==> src/rtl/fpu_wb_pkg.sv <==
// Shared constants for the FPU Wishbone command-queue front-end.
package fpu_wb_pkg;

  localparam int FLAG_W = 5;

  // Word offsets (wbs_adr_i[4:2]) inside the 32-byte register window
  localparam logic [2:0] OFF_OPA    = 3'd0;
  localparam logic [2:0] OFF_OPB    = 3'd1;
  localparam logic [2:0] OFF_CMD    = 3'd2;
  localparam logic [2:0] OFF_RESULT = 3'd3;
  localparam logic [2:0] OFF_STATUS = 3'd4;
  localparam logic [2:0] OFF_CTRL   = 3'd5;
  localparam logic [2:0] OFF_FLAGS  = 3'd6;

  // STATUS bit positions
  localparam int ST_CMD_FULL  = 0;
  localparam int ST_CMD_EMPTY = 1;
  localparam int ST_RES_EMPTY = 2;
  localparam int ST_RES_FULL  = 3;
  localparam int ST_BUSY      = 4;
  localparam int ST_CMD_CNT   = 8;
  localparam int ST_RES_CNT   = 16;
  localparam int ST_OVF       = 24;
  localparam int ST_UDF       = 25;

  typedef enum logic [1:0] {IDLE, ISSUE, WAIT} disp_state_e;

  // Byte-lane write merge for 32-bit registers
  function automatic logic [31:0] wb_merge(input logic [31:0] cur, input logic [31:0] nxt,
                                           input logic [3:0] sel);
    logic [31:0] r;
    r = cur;
    for (int i = 0; i < 4; i++)
      if (sel[i]) r[8*i +: 8] = nxt[8*i +: 8];
    return r;
  endfunction

endpackage

==> src/rtl/fpu_wb_cmdq_sync_fifo.sv <==
// Single-clock FIFO with occupancy count. Push when full and pop when empty
// are ignored; a pop at full does not make room for a same-cycle push.
module sync_fifo #(
  parameter int WIDTH = 8,
  parameter int DEPTH = 4
) (
  input  logic                     clk,
  input  logic                     rst,
  input  logic                     push,
  input  logic                     pop,
  input  logic [WIDTH-1:0]         din,
  output logic [WIDTH-1:0]         dout,
  output logic                     full,
  output logic                     empty,
  output logic [$clog2(DEPTH):0]   count
);
  localparam int AW = $clog2(DEPTH);

  logic [WIDTH-1:0] mem [DEPTH];
  logic [AW-1:0]    wr_ptr, rd_ptr;
  logic             do_push, do_pop;

  assign full    = (count == (AW+1)'(DEPTH));
  assign empty   = (count == '0);
  assign do_push = push & ~full;
  assign do_pop  = pop & ~empty;
  assign dout    = mem[rd_ptr];

  // Pointers wrap naturally; count tracks occupancy
  always_ff @(posedge clk) begin
    if (rst) begin
      wr_ptr <= '0;
      rd_ptr <= '0;
      count  <= '0;
    end else begin
      if (do_push) wr_ptr <= wr_ptr + 1'b1;
      if (do_pop)  rd_ptr <= rd_ptr + 1'b1;
      count <= count + (AW+1)'(do_push) - (AW+1)'(do_pop);
    end
  end

  // Storage array, written only on an accepted push
  always_ff @(posedge clk) begin
    if (do_push) mem[wr_ptr] <= din;
  end

endmodule

==> src/rtl/fpu_wb_cmdq.sv <==
// Wishbone slave that queues FPU commands, dispatches them one at a time
// over a valid/ready port and buffers results for the management core.
module fpu_wb_cmdq
  import fpu_wb_pkg::*;
#(
  parameter int          DATA_W    = 32,
  parameter int          OP_W      = 3,
  parameter int          DEPTH     = 4,
  parameter logic [31:0] BASE_ADDR = 32'h3000_0000
) (
  input  logic              wb_clk_i,
  input  logic              wb_rst_i,
  input  logic              wbs_stb_i,
  input  logic              wbs_cyc_i,
  input  logic              wbs_we_i,
  input  logic [3:0]        wbs_sel_i,
  input  logic [31:0]       wbs_adr_i,
  input  logic [31:0]       wbs_dat_i,
  output logic [31:0]       wbs_dat_o,
  output logic              wbs_ack_o,
  output logic [2:0]        irq,
  output logic              req_valid,
  input  logic              req_ready,
  output logic [OP_W-1:0]   req_op,
  output logic [DATA_W-1:0] req_a,
  output logic [DATA_W-1:0] req_b,
  input  logic              rsp_valid,
  input  logic [DATA_W-1:0] rsp_data,
  input  logic [FLAG_W-1:0] rsp_flags
);
  localparam int CW    = $clog2(DEPTH) + 1;
  localparam int CMD_W = OP_W + 2*DATA_W;

  logic              hit, we, wr_acc, rd_acc, ctrl_clr;
  logic [2:0]        off;
  logic [3:0]        sel;
  logic [31:0]       wdat, rdata, status;
  logic [DATA_W-1:0] opa, opb;
  logic              irq_en, ovf, udf;
  logic [FLAG_W-1:0] flags;
  logic [1:0]        irq_q;
  disp_state_e       state, state_nx;

  logic              cmd_push, cmd_pop, cmd_full, cmd_empty;
  logic [CW-1:0]     cmd_cnt;
  logic [CMD_W-1:0]  cmd_head;
  logic              res_push, res_pop, res_full, res_empty;
  logic [CW-1:0]     res_cnt;
  logic [DATA_W-1:0] res_head;
  logic              unused;

  assign unused = ^wbs_adr_i[1:0];

  // Accept a new access only while ack is low, which forces a 2-cycle rhythm
  assign hit = wbs_stb_i & wbs_cyc_i & ~wbs_ack_o &
               (wbs_adr_i[31:5] == BASE_ADDR[31:5]);

  // Latch the access on decode; ack and side effects follow one cycle later
  always_ff @(posedge wb_clk_i) begin
    if (wb_rst_i) begin
      wbs_ack_o <= 1'b0;
      off       <= '0;
      we        <= 1'b0;
      sel       <= '0;
      wdat      <= '0;
    end else begin
      wbs_ack_o <= hit;
      if (hit) begin
        off  <= wbs_adr_i[4:2];
        we   <= wbs_we_i;
        sel  <= wbs_sel_i;
        wdat <= wbs_dat_i;
      end
    end
  end

  assign wr_acc   = wbs_ack_o & we;
  assign rd_acc   = wbs_ack_o & ~we;
  assign cmd_push = wr_acc & (off == OFF_CMD);
  assign res_pop  = rd_acc & (off == OFF_RESULT);
  assign ctrl_clr = wr_acc & (off == OFF_CTRL) & sel[0] & wdat[1];

  sync_fifo #(.WIDTH(CMD_W), .DEPTH(DEPTH)) u_cmd_fifo (
    .clk(wb_clk_i), .rst(wb_rst_i), .push(cmd_push), .pop(cmd_pop),
    .din({wdat[OP_W-1:0], opa, opb}), .dout(cmd_head),
    .full(cmd_full), .empty(cmd_empty), .count(cmd_cnt)
  );

  sync_fifo #(.WIDTH(DATA_W), .DEPTH(DEPTH)) u_res_fifo (
    .clk(wb_clk_i), .rst(wb_rst_i), .push(res_push), .pop(res_pop),
    .din(rsp_data), .dout(res_head),
    .full(res_full), .empty(res_empty), .count(res_cnt)
  );

  // Operand/control registers and sticky error/flag state
  always_ff @(posedge wb_clk_i) begin
    if (wb_rst_i) begin
      opa    <= '0;
      opb    <= '0;
      irq_en <= 1'b0;
      ovf    <= 1'b0;
      udf    <= 1'b0;
      flags  <= '0;
    end else begin
      if (wr_acc && off == OFF_OPA) opa <= wb_merge(opa, wdat, sel);
      if (wr_acc && off == OFF_OPB) opb <= wb_merge(opb, wdat, sel);
      if (wr_acc && off == OFF_CTRL && sel[0]) irq_en <= wdat[0];
      ovf   <= (ovf & ~ctrl_clr) | (cmd_push & cmd_full);
      udf   <= (udf & ~ctrl_clr) | (res_pop & res_empty);
      flags <= (ctrl_clr ? '0 : flags) | (res_push ? rsp_flags : '0);
    end
  end

  // Interrupt lines are registered copies of the enabled conditions
  always_ff @(posedge wb_clk_i) begin
    if (wb_rst_i) irq_q <= '0;
    else          irq_q <= {irq_en & (ovf | udf), irq_en & ~res_empty};
  end
  assign irq = {1'b0, irq_q};

  // STATUS word assembly
  always_comb begin
    status                   = '0;
    status[ST_CMD_FULL]      = cmd_full;
    status[ST_CMD_EMPTY]     = cmd_empty;
    status[ST_RES_EMPTY]     = res_empty;
    status[ST_RES_FULL]      = res_full;
    status[ST_BUSY]          = (state != IDLE);
    status[ST_CMD_CNT +: CW] = cmd_cnt;
    status[ST_RES_CNT +: CW] = res_cnt;
    status[ST_OVF]           = ovf;
    status[ST_UDF]           = udf;
  end

  // Read mux; write-only and unmapped offsets read 0
  always_comb begin
    rdata = '0;
    case (off)
      OFF_OPA:    rdata = opa;
      OFF_OPB:    rdata = opb;
      OFF_RESULT: rdata = res_empty ? '0 : res_head;
      OFF_STATUS: rdata = status;
      OFF_CTRL:   rdata = {31'd0, irq_en};
      OFF_FLAGS:  rdata = {{(32-FLAG_W){1'b0}}, flags};
      default:    rdata = '0;
    endcase
  end
  assign wbs_dat_o = rd_acc ? rdata : '0;

  // Dispatcher state register
  always_ff @(posedge wb_clk_i) begin
    if (wb_rst_i) state <= IDLE;
    else          state <= state_nx;
  end

  // Dispatcher: issue only with result space reserved, one op in flight
  always_comb begin
    state_nx  = state;
    cmd_pop   = 1'b0;
    res_push  = 1'b0;
    req_valid = 1'b0;
    case (state)
      IDLE:    if (!cmd_empty && !res_full) begin
                 cmd_pop  = 1'b1;
                 state_nx = ISSUE;
               end
      ISSUE:   begin
                 req_valid = 1'b1;
                 if (req_ready) state_nx = WAIT;
               end
      WAIT:    if (rsp_valid) begin
                 res_push = 1'b1;
                 state_nx = IDLE;
               end
      default: state_nx = IDLE;
    endcase
  end

  // Request operands held stable from pop until the handshake
  always_ff @(posedge wb_clk_i) begin
    if (wb_rst_i) {req_op, req_a, req_b} <= '0;
    else if (cmd_pop) {req_op, req_a, req_b} <= cmd_head;
  end

endmodule

==> config.mk <==
export PLATFORM = sky130hd
export DESIGN_NAME = fpu_wb_cmdq
export DESIGN_NICKNAME = d
export VERILOG_FILES = /design/src/rtl/fpu_wb_pkg.sv /design/src/rtl/fpu_wb_cmdq_sync_fifo.sv /design/src/rtl/fpu_wb_cmdq.sv
export SDC_FILE = /design/constraint.sdc
export NUM_CORES = 1
export LEC_CHECK = 0
export CORE_ASPECT_RATIO = 0.5
export CORE_UTILIZATION = 40
export DETAILED_ROUTE_END_ITERATION = 8
export GPL_TIMING_DRIVEN = 0
export PLACE_DENSITY = 0.69
export SKIP_LAST_GASP = 1
export SLEW_MARGIN = 20
export SYNTH_ARGS = -nofsm -noshare
export SYNTH_HDL_FRONTEND = slang
export SYNTH_HIERARCHICAL = 1
export SYNTH_SLANG_ARGS = --single-unit
==> constraint.sdc <==
create_clock -name wb_clk_i -period 8.1 [get_ports wb_clk_i]
set_clock_uncertainty 0.2 [all_clocks]
set_input_delay 1.62 -clock wb_clk_i [delete_from_list [all_inputs] [get_ports wb_clk_i]]
set_output_delay 1.62 -clock wb_clk_i [all_outputs]
set_load 0.01 [all_outputs]
==> flow_summary.yaml <==
grt:
  track_usage_pct: 19.7
  antenna_found_initial: 4
  grt_pass1_wl_microns: 85800
  overflow: 0
  grt_pass1_vias: 13500
  grt_max_degree: 39
place:
  placedInstanceArea_sq_um: 26500
  port_buffers: 211
  dpl.hpwl_microns: 40700
  gp_congestion: 0.934
worst_setup_path:
  reg2reg_depth: 14
  start_kind: "flop"
  worstSetupPathType: "reg -> out"
  r2r_end: "u_cmd_fifo/count[2]$_SDFF_PP0_"
  critPathRequiredTime_ns: 6.28
  arrival_ns: 3.25
  r2r_slack_ns: 4.26
  path_max_fanout: 10
  worst_setup_path_end_kind: "output port"
  rr_startpoint: "u_res_fifo/count[2]$_SDFF_PP0_"
clock_network:
  post_cts_buffers: 0
  cts.repair.resized: 0
  tritoncts: "done"
  clk_pin_slew_ns: 0.06
  cts_buffer_depth: 3
  cts-root-buf: "clkbuf_16"
  clock_latency_ns: 0.60
  cts.sinks: 598
  hold_buffers: 0
  htreeDepth: 2
  cts_buffers: 53
power:
  power_density_nw_per_um2: 204
  leakage_nw: 8.90
  ir_drop_mv: 0.166
  finalPower_mw: 5.75
sta:
  rsz0062_at_grt: "false"
  hold_viol: 0
  period_needed_ns: 5.07
  slew_violations: 0
  finalSetupViolations: 0
  fmax_ghz: 0.197
  tightest_slew_ns: 1.05
  tns_ns: 0
  slew_headroom_pct: 28.9
  post-route-period-util_pct: 62.6
yosys:
  ys_seq_elements: 598
  syn_avg_cell_area_sq_um: 15.3
  synthArstFlopShare_pct: 0
  synthesis.area_sq_um: 23200
  synth_cells: 1514
  synth-edff-count: 396
  synthFlopType: "edfxtp_1"
  synth_nets: 1640
  ys_seq_area_share_pct: 68.6
  ys_types: 57
  yosysWarnings: 6
floorplan:
  coreArea_sq_um: 56400
  die_y_microns: 172
  ios: 216
  die_w_microns: 343
  rows: 61
  dieArea_sq_um: 59100
  start_util_pct: 41.2
min_path:
  hold_end: "req_a[7]$_SDFFE_PP0P_"
  min_from: "req_a[7]$_SDFFE_PP0P_"
  hold_depth: 2
  hp-class: "reg -> reg"
layout:
  layout.nets: 1914
  layout_commonest_cell: "edfxtp_1"
  drive_gt1_share_pct: 13.3
  syn_to_final_growth_pct: 21.3
  layout_common_cells: "edfxtp_1, clkdlybuf4s50_1, dfxtp_1"
  stdcell_area_sq_um: 28200
routing:
  wl_per_cell_microns: 22.5
  dr.first_iter.drc_count: 1739
  antenna_left: 0
  routed_wl_microns: 58300
  firstDrtPassIters: 9
  drt-vias-per-instance: 5.34
  route.vias.total: 13800
  drc: 4
flow_run:
  drv_cap: 0
outcome:
  status: "complete, but fails checks"
  failed_checks: "DRC"
registers in the layout (all words and copies together), names as in the netlist, 4 cells and up, named ones only:
signal	cells
flags	5
opa	32
opb	32
req_a	32
req_b	32
sel	4
u_cmd_fifo/mem	268
u_res_fifo/mem	128
wdat	32
worst max-delay path, cell delays in order, from the launching register on:
cell and delay, ns:
dfxtp_1 0.37, clkbuf_1 0.27, nor3_2 0.68, buf_2 0.45
a222oi_1 0.12, nor2_1 0.20, clkdlybuf4s50_1 0.57
synthesized netlist by cell type, drive strengths merged, types with 2 or more instances:
| master | instances | area (sq um) |
|---|---|---|
| edfxtp | 396 | 11900 |
| dfxtp | 202 | 4040 |
| nand2 | 165 | 619 |
| nor2 | 105 | 515 |
| mux4 | 99 | 2230 |
| a21oi | 97 | 485 |
| mux2i | 92 | 921 |
| nand2b | 87 | 544 |
| clkbuf | 46 | 173 |
| buf | 45 | 383 |
| o21ai | 29 | 145 |
| a222oi | 22 | 220 |
| inv | 19 | 71.3 |
| a2bb2oi | 16 | 140 |
| ha | 12 | 150 |
| a22oi | 9 | 67.6 |
| nor4 | 9 | 77.6 |
| and2 | 8 | 50.1 |
| nor2b | 7 | 43.8 |
| nand3 | 6 | 35.0 |
| nor3 | 6 | 51.3 |
| mux2 | 5 | 56.3 |
| or3 | 5 | 31.3 |
| xnor2 | 4 | 35.0 |
| and3b | 2 | 17.5 |
| fa | 2 | 40.0 |
| nand3b | 2 | 15.0 |
| nor3b | 2 | 20.0 |
| o31ai | 2 | 20.0 |
| xor2 | 2 | 17.5 |
stage by stage:
stage	utilization, %	cells	setup slack [ns]	hold slack, ns
after CTS	49.9	2589	3.04	0.256
after global routing	49.9	2589	2.90	0.274
final	49.9	2590	3.03	0.253
after floorplan	-	1514	4.25	0.245
after detailed placement	47.0	2489	3.29	0.247
after global placement	46.6	2481	2.78	0.243
per-layer routing:
layer / up-vias / wire, microns / track usage (%)
li1: 6212 / - / -
met1: 7043 / 24800 / 27.1
met2: 470 / 28000 / 32.2
met3: 96 / 4220 / 3.49
met4: 2 / 1320 / 5.18
met5: - / 8 / 0
layout make-up:
| class | count | area (sq um) |
|---|---|---|
| Fill cell | 4673 | 28200 |
| Sequential cell | 598 | 15900 |
| Multi-Input combinational cell | 806 | 6670 |
| Timing Repair Buffer | 219 | 2310 |
| Clock buffer | 89 | 1590 |
| Tap cell | 756 | 946 |
| Buffer | 91 | 556 |
| Clock inverter | 11 | 81.3 |
| Inverter | 19 | 71.3 |
| Antenna cell | 1 | 2.50 |
kinds of logic (layout without fill, tap and decap cells):
logic type	Yosys count	count (layout)	synth area share [%]
flops	598	598	68.6
other cells	1	2	0.0162
simple gates	409	409	8.93
fa+ha+maj	14	14	0.819
mux	196	196	13.8
buf+inv	110	429	2.70
xor+xnor	6	6	0.226
compound gates	180	180	4.83
power breakdown:
group          total, mW  switching [mW]  internal (mW)
Combinational      0.105          0.0464         0.0581
Clock               2.42            1.08           1.34
Sequential          3.22  0.000000000770           3.22
worst max-delay path by stage:
| stage | to | depth (start not counted) | startpoint | slack (ns) |
|---|---|---|---|---|
| final | wbs_dat_o[21] | 6 | off[1]$_SDFFE_PP0P_ | 3.03 |
| after floorplan | u_res_fifo/count[2]$_SDFF_PP0_ | 12 | rsp_valid | 4.25 |
| after global routing | wbs_dat_o[21] | 6 | off[1]$_SDFFE_PP0P_ | 2.90 |
| after CTS | wbs_dat_o[21] | 6 | off[1]$_SDFFE_PP0P_ | 3.04 |
| after global placement | u_cmd_fifo/mem[0][45]$_DFFE_PP_ | 6 | off[0]$_SDFFE_PP0P_ | 2.78 |
| after detailed placement | u_res_fifo/count[2]$_SDFF_PP0_ | 13 | rsp_valid | 3.29 |
No activity file was read; power rests on OpenSTA's default activity.
